File: src/rtl/hazard_sequencer.sv
// LC-3b pipeline hazard controller: load-use, control-transfer shadow and late-writeback bubbles.
// Optional saturating perf counters are built when HAZARD_PERF_EN is defined.
`timescale 1ns/1ps
module hazard_sequencer #(
    parameter int REG_IDX_W        = 3,
    parameter int NUM_REGS         = 8,
    parameter int BRANCH_SHADOW    = 4,
    parameter int LOAD_USE_BUBBLES = 1,
    parameter int LATE_LAT         = 2,
    parameter int PERF_W           = 32
) (
    input  logic                 clk,
    input  logic                 rst_n,
    input  logic                 flow,
    input  logic                 id_valid,
    input  logic                 id_sr1_v,
    input  logic                 id_sr2_v,
    input  logic                 id_sr3_v,
    input  logic [REG_IDX_W-1:0] id_sr1,
    input  logic [REG_IDX_W-1:0] id_sr2,
    input  logic [REG_IDX_W-1:0] id_sr3,
    input  logic                 id_ctrl_xfer,
    input  logic                 id_is_br,
    input  logic                 id_late_wr,
    input  logic [REG_IDX_W-1:0] id_dr,
    input  logic                 ex_load,
    input  logic                 ex_dr_v,
    input  logic [REG_IDX_W-1:0] ex_dr,
    input  logic                 branch_enable,
    output logic                 gen_bubble,
    output logic                 squash_id,
    output logic                 in_shadow,
    output logic [PERF_W-1:0]    perf_bubbles,
    output logic [PERF_W-1:0]    perf_squashes
);

    typedef enum logic [1:0] {
        IDLE    = 2'd0,
        SHADOW  = 2'd1,
        RESOLVE = 2'd2
    } state_t;

    localparam logic [2:0] SH_INIT   = 3'(BRANCH_SHADOW);
    localparam logic [1:0] LU_INIT   = 2'(LOAD_USE_BUBBLES - 1);
    localparam logic [2:0] LATE_INIT = 3'(LATE_LAT);
    localparam bit         LU_EN     = (LOAD_USE_BUBBLES > 0);
    localparam bit         SB_EN     = (LATE_LAT > 0);
    localparam bit         SH_MULTI  = (BRANCH_SHADOW > 1);

    state_t     state_q, state_d;
    logic [2:0] sh_cnt_q, sh_cnt_d;
    logic [1:0] lu_cnt_q, lu_cnt_d;
    logic       is_br_q, is_br_d;
    logic       taken_q;
    logic [2:0] pend_q [NUM_REGS];

    logic lu_match, sb_match;
    logic lu_hazard, sb_hazard, hz_bubble;
    logic bubble_i, squash_i, sb_write;

    // Source comparison against the load destination and the late-writeback scoreboard.
    always_comb begin
        // NOTE: every variable gets a default first so no path leaves it unassigned (no latch).
        lu_match = 1'b0;
        sb_match = 1'b0;
        if (id_sr1_v) begin
            lu_match = lu_match | (id_sr1 == ex_dr);
            sb_match = sb_match | (pend_q[id_sr1] != 3'd0);
        end
        if (id_sr2_v) begin
            lu_match = lu_match | (id_sr2 == ex_dr);
            sb_match = sb_match | (pend_q[id_sr2] != 3'd0);
        end
        if (id_sr3_v) begin
            lu_match = lu_match | (id_sr3 == ex_dr);
            sb_match = sb_match | (pend_q[id_sr3] != 3'd0);
        end
    end

    assign lu_hazard = LU_EN && (state_q == IDLE) && (lu_cnt_q == 2'd0) && id_valid &&
                       ex_load && ex_dr_v && lu_match;
    assign sb_hazard = SB_EN && (state_q == IDLE) && id_valid && sb_match;
    assign hz_bubble = lu_hazard || sb_hazard || (lu_cnt_q != 2'd0);

    assign bubble_i = (state_q == SHADOW) || hz_bubble;
    assign squash_i = (state_q == RESOLVE) && (!is_br_q || taken_q);
    assign sb_write = SB_EN && !bubble_i && !squash_i && id_valid && id_late_wr;

    // Outputs are forced low while reset is held, whatever the decode inputs show.
    assign gen_bubble = rst_n && bubble_i;
    assign squash_id  = rst_n && squash_i;
    assign in_shadow  = rst_n && (state_q != IDLE);

    always_comb begin
        state_d  = state_q;
        sh_cnt_d = sh_cnt_q;
        is_br_d  = is_br_q;
        lu_cnt_d = lu_cnt_q;
        case (state_q)
            IDLE: begin
                if (id_valid && id_ctrl_xfer && !hz_bubble) begin
                    sh_cnt_d = SH_INIT;
                    is_br_d  = id_is_br;
                    state_d  = SH_MULTI ? SHADOW : RESOLVE;
                end
            end
            SHADOW: begin
                sh_cnt_d = sh_cnt_q - 3'd1;
                if (sh_cnt_q == 3'd2) state_d = RESOLVE;
            end
            RESOLVE: state_d = IDLE;
            default: state_d = IDLE;
        endcase
        if (lu_hazard)                lu_cnt_d = LU_INIT;
        else if (lu_cnt_q != 2'd0)    lu_cnt_d = lu_cnt_q - 2'd1;
    end

    always_ff @(posedge clk or negedge rst_n) begin
        if (!rst_n) begin
            state_q  <= IDLE;
            sh_cnt_q <= 3'd0;
            lu_cnt_q <= 2'd0;
            is_br_q  <= 1'b0;
            taken_q  <= 1'b0;
        end else if (flow) begin
            // NOTE: non-blocking assignments so every register samples pre-edge values.
            state_q  <= state_d;
            sh_cnt_q <= sh_cnt_d;
            lu_cnt_q <= lu_cnt_d;
            is_br_q  <= is_br_d;
            taken_q  <= branch_enable;
        end
    end

    // Late-writeback scoreboard; a new load of an entry overrides its own countdown.
    always_ff @(posedge clk or negedge rst_n) begin
        if (!rst_n) begin
            // NOTE: this small register array is explicitly reset; pending counts must start clear.
            for (int r = 0; r < NUM_REGS; r++) pend_q[r] <= 3'd0;
        end else if (flow) begin
            for (int r = 0; r < NUM_REGS; r++) begin
                if (pend_q[r] != 3'd0) pend_q[r] <= pend_q[r] - 3'd1;
            end
            if (sb_write) pend_q[id_dr] <= LATE_INIT;
        end
    end

`ifdef HAZARD_PERF_EN
    logic [PERF_W-1:0] perf_bub_q, perf_sq_q;

    always_ff @(posedge clk or negedge rst_n) begin
        if (!rst_n) begin
            perf_bub_q <= '0;
            perf_sq_q  <= '0;
        end else if (flow) begin
            if (bubble_i && !(&perf_bub_q)) perf_bub_q <= perf_bub_q + PERF_W'(1);
            if (squash_i && !(&perf_sq_q))  perf_sq_q  <= perf_sq_q + PERF_W'(1);
        end
    end

    assign perf_bubbles  = perf_bub_q;
    assign perf_squashes = perf_sq_q;
`else
    assign perf_bubbles  = '0;
    assign perf_squashes = '0;
`endif

endmodule

File: config.mk
export PLATFORM = sky130hd
export DESIGN_NAME = hazard_sequencer
export DESIGN_NICKNAME = d
export VERILOG_FILES = /design/src/rtl/hazard_sequencer.sv
export SDC_FILE = /design/constraint.sdc
export NUM_CORES = 1
export LEC_CHECK = 0
export CORE_MARGIN = 1
export CORE_UTILIZATION = 51
export DETAILED_ROUTE_END_ITERATION = 8
export PLACE_DENSITY = 0.95
export SYNTH_ARGS = -nofsm -noshare
export SYNTH_HDL_FRONTEND = slang
export SYNTH_SLANG_ARGS = --single-unit
File: constraint.sdc
create_clock -name clk -period 6.17 [get_ports clk]
set_clock_uncertainty 0.1 [all_clocks]
set_input_delay 1.234 -clock clk [delete_from_list [all_inputs] [get_ports clk]]
set_output_delay 1.234 -clock clk [all_outputs]
set_load 0.05 [all_outputs]
**After elaboration in Yosys (flattened, before gate mapping)**

Cells that the tools add are included.

- Add/sub/neg operators: 10
- $mul: 0
- Divide/modulo/power cells: 0
- $lt $le $gt $ge: 5
- Eq/ne operators: 8
- Shift-type cells: 0
- Muxes and demuxes: 41
- Bitwise gates (word level): 11
- Reduce and logical (&&, ||, !) cells: 46

Operators with widths:

| kind | number |
|---|---|
| $mux 3 | 24 |
| $reduce_bool 3->1 | 11 |
| $bmux 3 s3 | 3 |
| $sub 3x1->3 const B | 9 |
| $mux 24 | 1 |
| $logic_and 1x1->1 | 17 |
| $and 16x16->16 | 1 |
| $ge 4x4->1 const B | 4 |
| $not 16->16 | 1 |
| $not 3->4 | 4 |
| $demux 3 s3 | 1 |
| $eq 3x3->1 | 3 |
| $reduce_and 3->1 | 3 |
| $mux 2 | 4 |
| $or 8x8->8 | 1 |
| $reduce_bool 2->1 | 4 |
| $mux 1 | 6 |
| $pmux 3 s2 | 1 |
| $logic_not 1->1 | 4 |
| $logic_not 2->1 | 2 |
| $logic_or 1x1->1 | 4 |
| $lt 4x1->1 const B | 1 |
| $ne 2x1->1 const B | 2 |
| $or 1x1->1 | 4 |
| other kinds (6) | 6 |

- Register bits after elaboration: 33
- Latch bits: 0
- Bits in writable memories: 0
- ROM bits: 0
- Bits of input ports: 28
- Output and inout bits: 67
- Word-level logic and storage cells: 134
- Memories kept: 0

**Longest topological paths before layout**

- Word-level depth: 19
- Gate-level depth with buffers: 9
- Mapped depth without buffers: 7

**Worst setup path before layout**

OpenSTA, ideal clock, no wires.

- Path type: input -> output
- From: input port id_sr1[1]
- To: output port gen_bubble
- Data arrival time: 3258 ps
- Data required time: 4836 ps
- Setup slack: 1578 ps
- Cell stages on the path: 8
- Buffers on the path: 2
- Path through: buf_6 -> nor4_1 -> a2111oi_0 -> a2111oi_4 -> o211ai_4 -> a21oi_4 -> buf_6 -> a21boi_1

- Word-level cells in the longest chain between the ends: 15
- Elaborated cells on any way between the ends: 22
- Classes of those cells: eq/ne (1); mux (9); bitwise (5); reduce/logical (7)

Ends and longest elaborated chain:

| element | line | source |
|---|---|---|
| start, declared | 19 | `input logic [REG_IDX_W-1:0] id_sr1,` |
| $not 3->4 (not written as such) | 68 | `sb_match = sb_match \| (pend_q[id_sr1] != 3'd0);` |
| $bmux 3 s3 | 68 |  |
| $mux 3 (not written as such) (2 in series) | 68 |  |
| $reduce_bool 3->1 | 68 |  |
| $mux 1 | 66 | `if (id_sr1_v) begin` |
| $or 1x1->1 | 72 | `sb_match = sb_match \| (pend_q[id_sr2] != 3'd0);` |
| $mux 1 | 70 | `if (id_sr2_v) begin` |
| $or 1x1->1 | 76 | `sb_match = sb_match \| (pend_q[id_sr3] != 3'd0);` |
| $mux 1 | 74 | `if (id_sr3_v) begin` |
| $logic_and 1x1->1 | 82 | `assign sb_hazard = SB_EN && (state_q == IDLE) && id_valid && sb_match;` |
| $logic_or 1x1->1 (*) (2 in series) | 83 | `assign hz_bubble = lu_hazard \|\| sb_hazard \|\| (lu_cnt_q != 2'd0);` |
| $logic_or 1x1->1 (*) | 85 | `assign bubble_i = (state_q == SHADOW) \|\| hz_bubble;` |
| $logic_and 1x1->1 (*) | 90 | `assign gen_bubble = rst_n && bubble_i;` |
| end, declared | 30 | `output logic gen_bubble,` |

Every way passes the cells marked *; elsewhere a longest branch is shown, timed or not. The select of a mux whose other input is x is not followed.

**Worst setup path after layout**

Ends and elaborated chain as after synthesis.

==> metrics <==
EDFF count, synth=0; Worst EP arrival=4260 ps; Max Buffers Root-to-Sink=2; # clock sinks=33; most frequent CP cell=clkdlybuf4s50_1; Total Routed Length=5.938 mm; area delta synth->final=6.189%; async set-or-reset flop fraction in the synthesized netlist=100.0%; Root Driver=clkbuf_8; largest cells by area after synthesis=dfrtp_1 27%, buf_4 16%, ha_1 9.4%, xnor2_1 4.9%, inv_1 4.7%; clock latency at the later pin of the worst-skew pair=290 ps; area leader, netlist=dfrtp_1; initial antenna violation count=0; Slew HR=45.12%; Final Slew Violations=0; # Max-Cap Violations=0; Core ar.=roughly 0.0056 mm2; share of the synthesized area in the top cell type=27.05%; vias per inst=5.282; Top Family by Delay on Critical Path=buffers and inverters; status=finished, final reports clean; hold buffer count at CTS=0; Synth Warn #=0; critical path cell sequence=clkdlybuf4s50_1 -> nor4_1 -> a2111oi_0 -> a2111oi_4 -> o211ai_4 -> a21oi_4 -> a21boi_1 -> clkdlybuf4s50_1; final HPWL from detailed placement=4.534 mm; final worst-path cycle share=between 90% and 100%; FF+latch count, synth=33; Port Buf Inserts=30; reg2reg end=pend_q[21]; post-synthesis average cell area=a little under 9 um2; CP Capture Type=primary output; mux share of post-synthesis cell area=3.443%; list of most frequent post-synthesis cells=64 x buf_4, 38 x inv_1, 33 x dfrtp_1; fin crit period=5596 ps; most common cell in the synthesized netlist=buf_4; number of setup buffers added after CTS=0; Synth Area in Compound Gates=16.60%; post-synthesis simple-gate area fraction=15.66%; Top Ports=95; pre-CTS setup slack=around 660 ps; row count=27; H-tree depth=2; VDD IR max=0.2249 mV; synthesized cell area=0.003053 mm2; initial DRC count=~120; Largest stage delay, worst path=820 ps; share of post-route cells with drive strength above 1=6.069%; flop2flop setup slack=3460 ps; die span in y=79.37 um; global route overflow=0; final hold vios=0; crit start category=input port; largest net degree at the start of global routing=32; Hold WC Path Type=register to register; Die W=between 70 and 80 um; critical path startpoint=id_sr1[1]; CP bufs+invs=2; RSZ-0062 raised after global routing=false; detailed-route DRC error count=0; GPL Wtd Cong=0.8415; first-pass iteration count of the detailed router=4; largest family of logic cells by synthesized area=buffers and inverters; GR Util All Layers=20.15%; Post-Synth Adder-Cell Area=9.426%; post-synthesis cell type count=52; Synth Area in XOR/XNOR=between 4 and 5%; Power Dens Cells=359.7 mW/mm2; R2R depth=6; r2r startpoint=pend_q[13]; Fin Setup TNS=0 ps; Hold WS=398.1 ps; critical-path maximum fanout=22; WS Path Type=input port to primary output; Worst-Margin Slew=802.4 ps; Die ar.=0.006300 mm2; clock-pin slew on the worst setup and hold paths=60 ps; Fmax=178.7 MHz; post-DR wirelength/cell=13.17 um; critical path endpoint=gen_bubble; Post-Synthesis Cells=351; ant diodes=0; WP data required=4840 ps; layout net count=around 430; CTS tree=done; LEAKAGE=around 1.5 nW; first-pass GRT wire length=9.991 mm; ys flop type=dfrtp_1; number of global-route vias before repair=2290; CP Depth=8; Initial Util=54.11%; Seq/Total Area, Yosys=about 27%; Storage cell area=825.8 um2; Layout fillers=508; post-route antenna net violation count=0; post-cts resize count=0; # setup viols final=0; critical path's slowest cell=clkdlybuf4s50_1; routed via count=2382; Multi-input gate area=0.001767 mm2; worst setup margin=573.7 ps; TritonCTS Buffers=5
-- how the worst min path moves through the flow --
stage / startpoint / end / cells after the start
2_1_floorplan: is_br_q / is_br_q / 1
3_3_place_gp: lu_cnt_q[0] / lu_cnt_q[0] / 1
3_5_place_dp: sh_cnt_q[0] / sh_cnt_q[0] / 1
4_1_cts: sh_cnt_q[0] / sh_cnt_q[0] / 1
5_1_grt: is_br_q / is_br_q / 1
6_report: is_br_q / is_br_q / 1
-- placed cells by master (no fill, tap or decap), types with 2 or more instances in the layout --
cell             count
a2111oi_0            2
o31ai_1              2
clkbuf_8             7
nor2_1              10
nor3_2               2
nand4_1              3
nor4_1               5
nand3b_1             4
mux2i_1              6
o21ai_0             12
nand3_1              6
nand2b_1             3
nor2b_1              9
nor3b_1              3
a21o_1               4
xnor2_1             17
a31oi_1              8
a21oi_1             19
ha_1                23
nor3_1              11
and2_1               2
clkdlybuf4s50_1     30
and3_1               5
inv_1               38
nand2_1             18
a211oi_1             3
buf_4                2
nor4_2               2
a31o_2               3
o32ai_1              2
dfrtp_1             33
a31o_1               2
conb_1              64
-- area by class of cell --
cell class	count	area share, %
multi-input combinational	268	54.50
sequential	33	25.47
timing repair buffer	32	9.726
inverter	38	4.400
clock buffer	7	2.972
tap	72	2.779
clock inverter	1	0.1544
-- sequential cells by signal, summed over array words and instances, names as in the netlist --
signal and count:
state_q 2, is_br_q 1, taken_q 1, lu_cnt_q 2, pend_q 24, sh_cnt_q 3
-- power breakdown --
| part | total, W | internal, W | switching, W |
|---|---|---|---|
| Sequential | 0.000381 | 0.000300 | 0.0000806 |
| Combinational | 0.000606 | 0.000230 | 0.000377 |
| Clock | 0.000179 | 0.000101 | 0.0000786 |
| Total | 0.00117 | 0.000630 | 0.000536 |
-- metrics by stage --
stage / power [W] / util, % / area (um2) / instances
3_5_place_dp: 0.0009835 / 55.67 / 3141 / 443
4_1_cts: 0.001169 / 57.46 / 3242 / 451
2_1_floorplan: 0.0008868 / - / 3289 / 414
3_3_place_gp: 0.0009380 / 55.67 / 3141 / 443
5_1_grt: 0.001269 / 57.46 / 3242 / 451
6_report: 0.001166 / 57.46 / 3242 / 451
-- metal layers --
metal | track usage (%) | vias to the layer above | part of all wire, %
li1 | - | 1128 | -
met1 | 23.97 | 1130 | 42
met2 | 34.40 | 109 | 50
met3 | 4.571 | 15 | 6.0
met4 | 9.273 | 0 | 2.0
met5 | 0 | - | 0
-- kinds of logic after synthesis --
group	Yosys count
other	1
flip-flops	33
adder cells (fa/ha/maj)	23
buffers and inverters	113
AND/OR/NAND/NOR	85
multiplexers	9
XOR/XNOR	17
AO/OA/AOI/OAI	70
(Power assumes the default switching activity.)
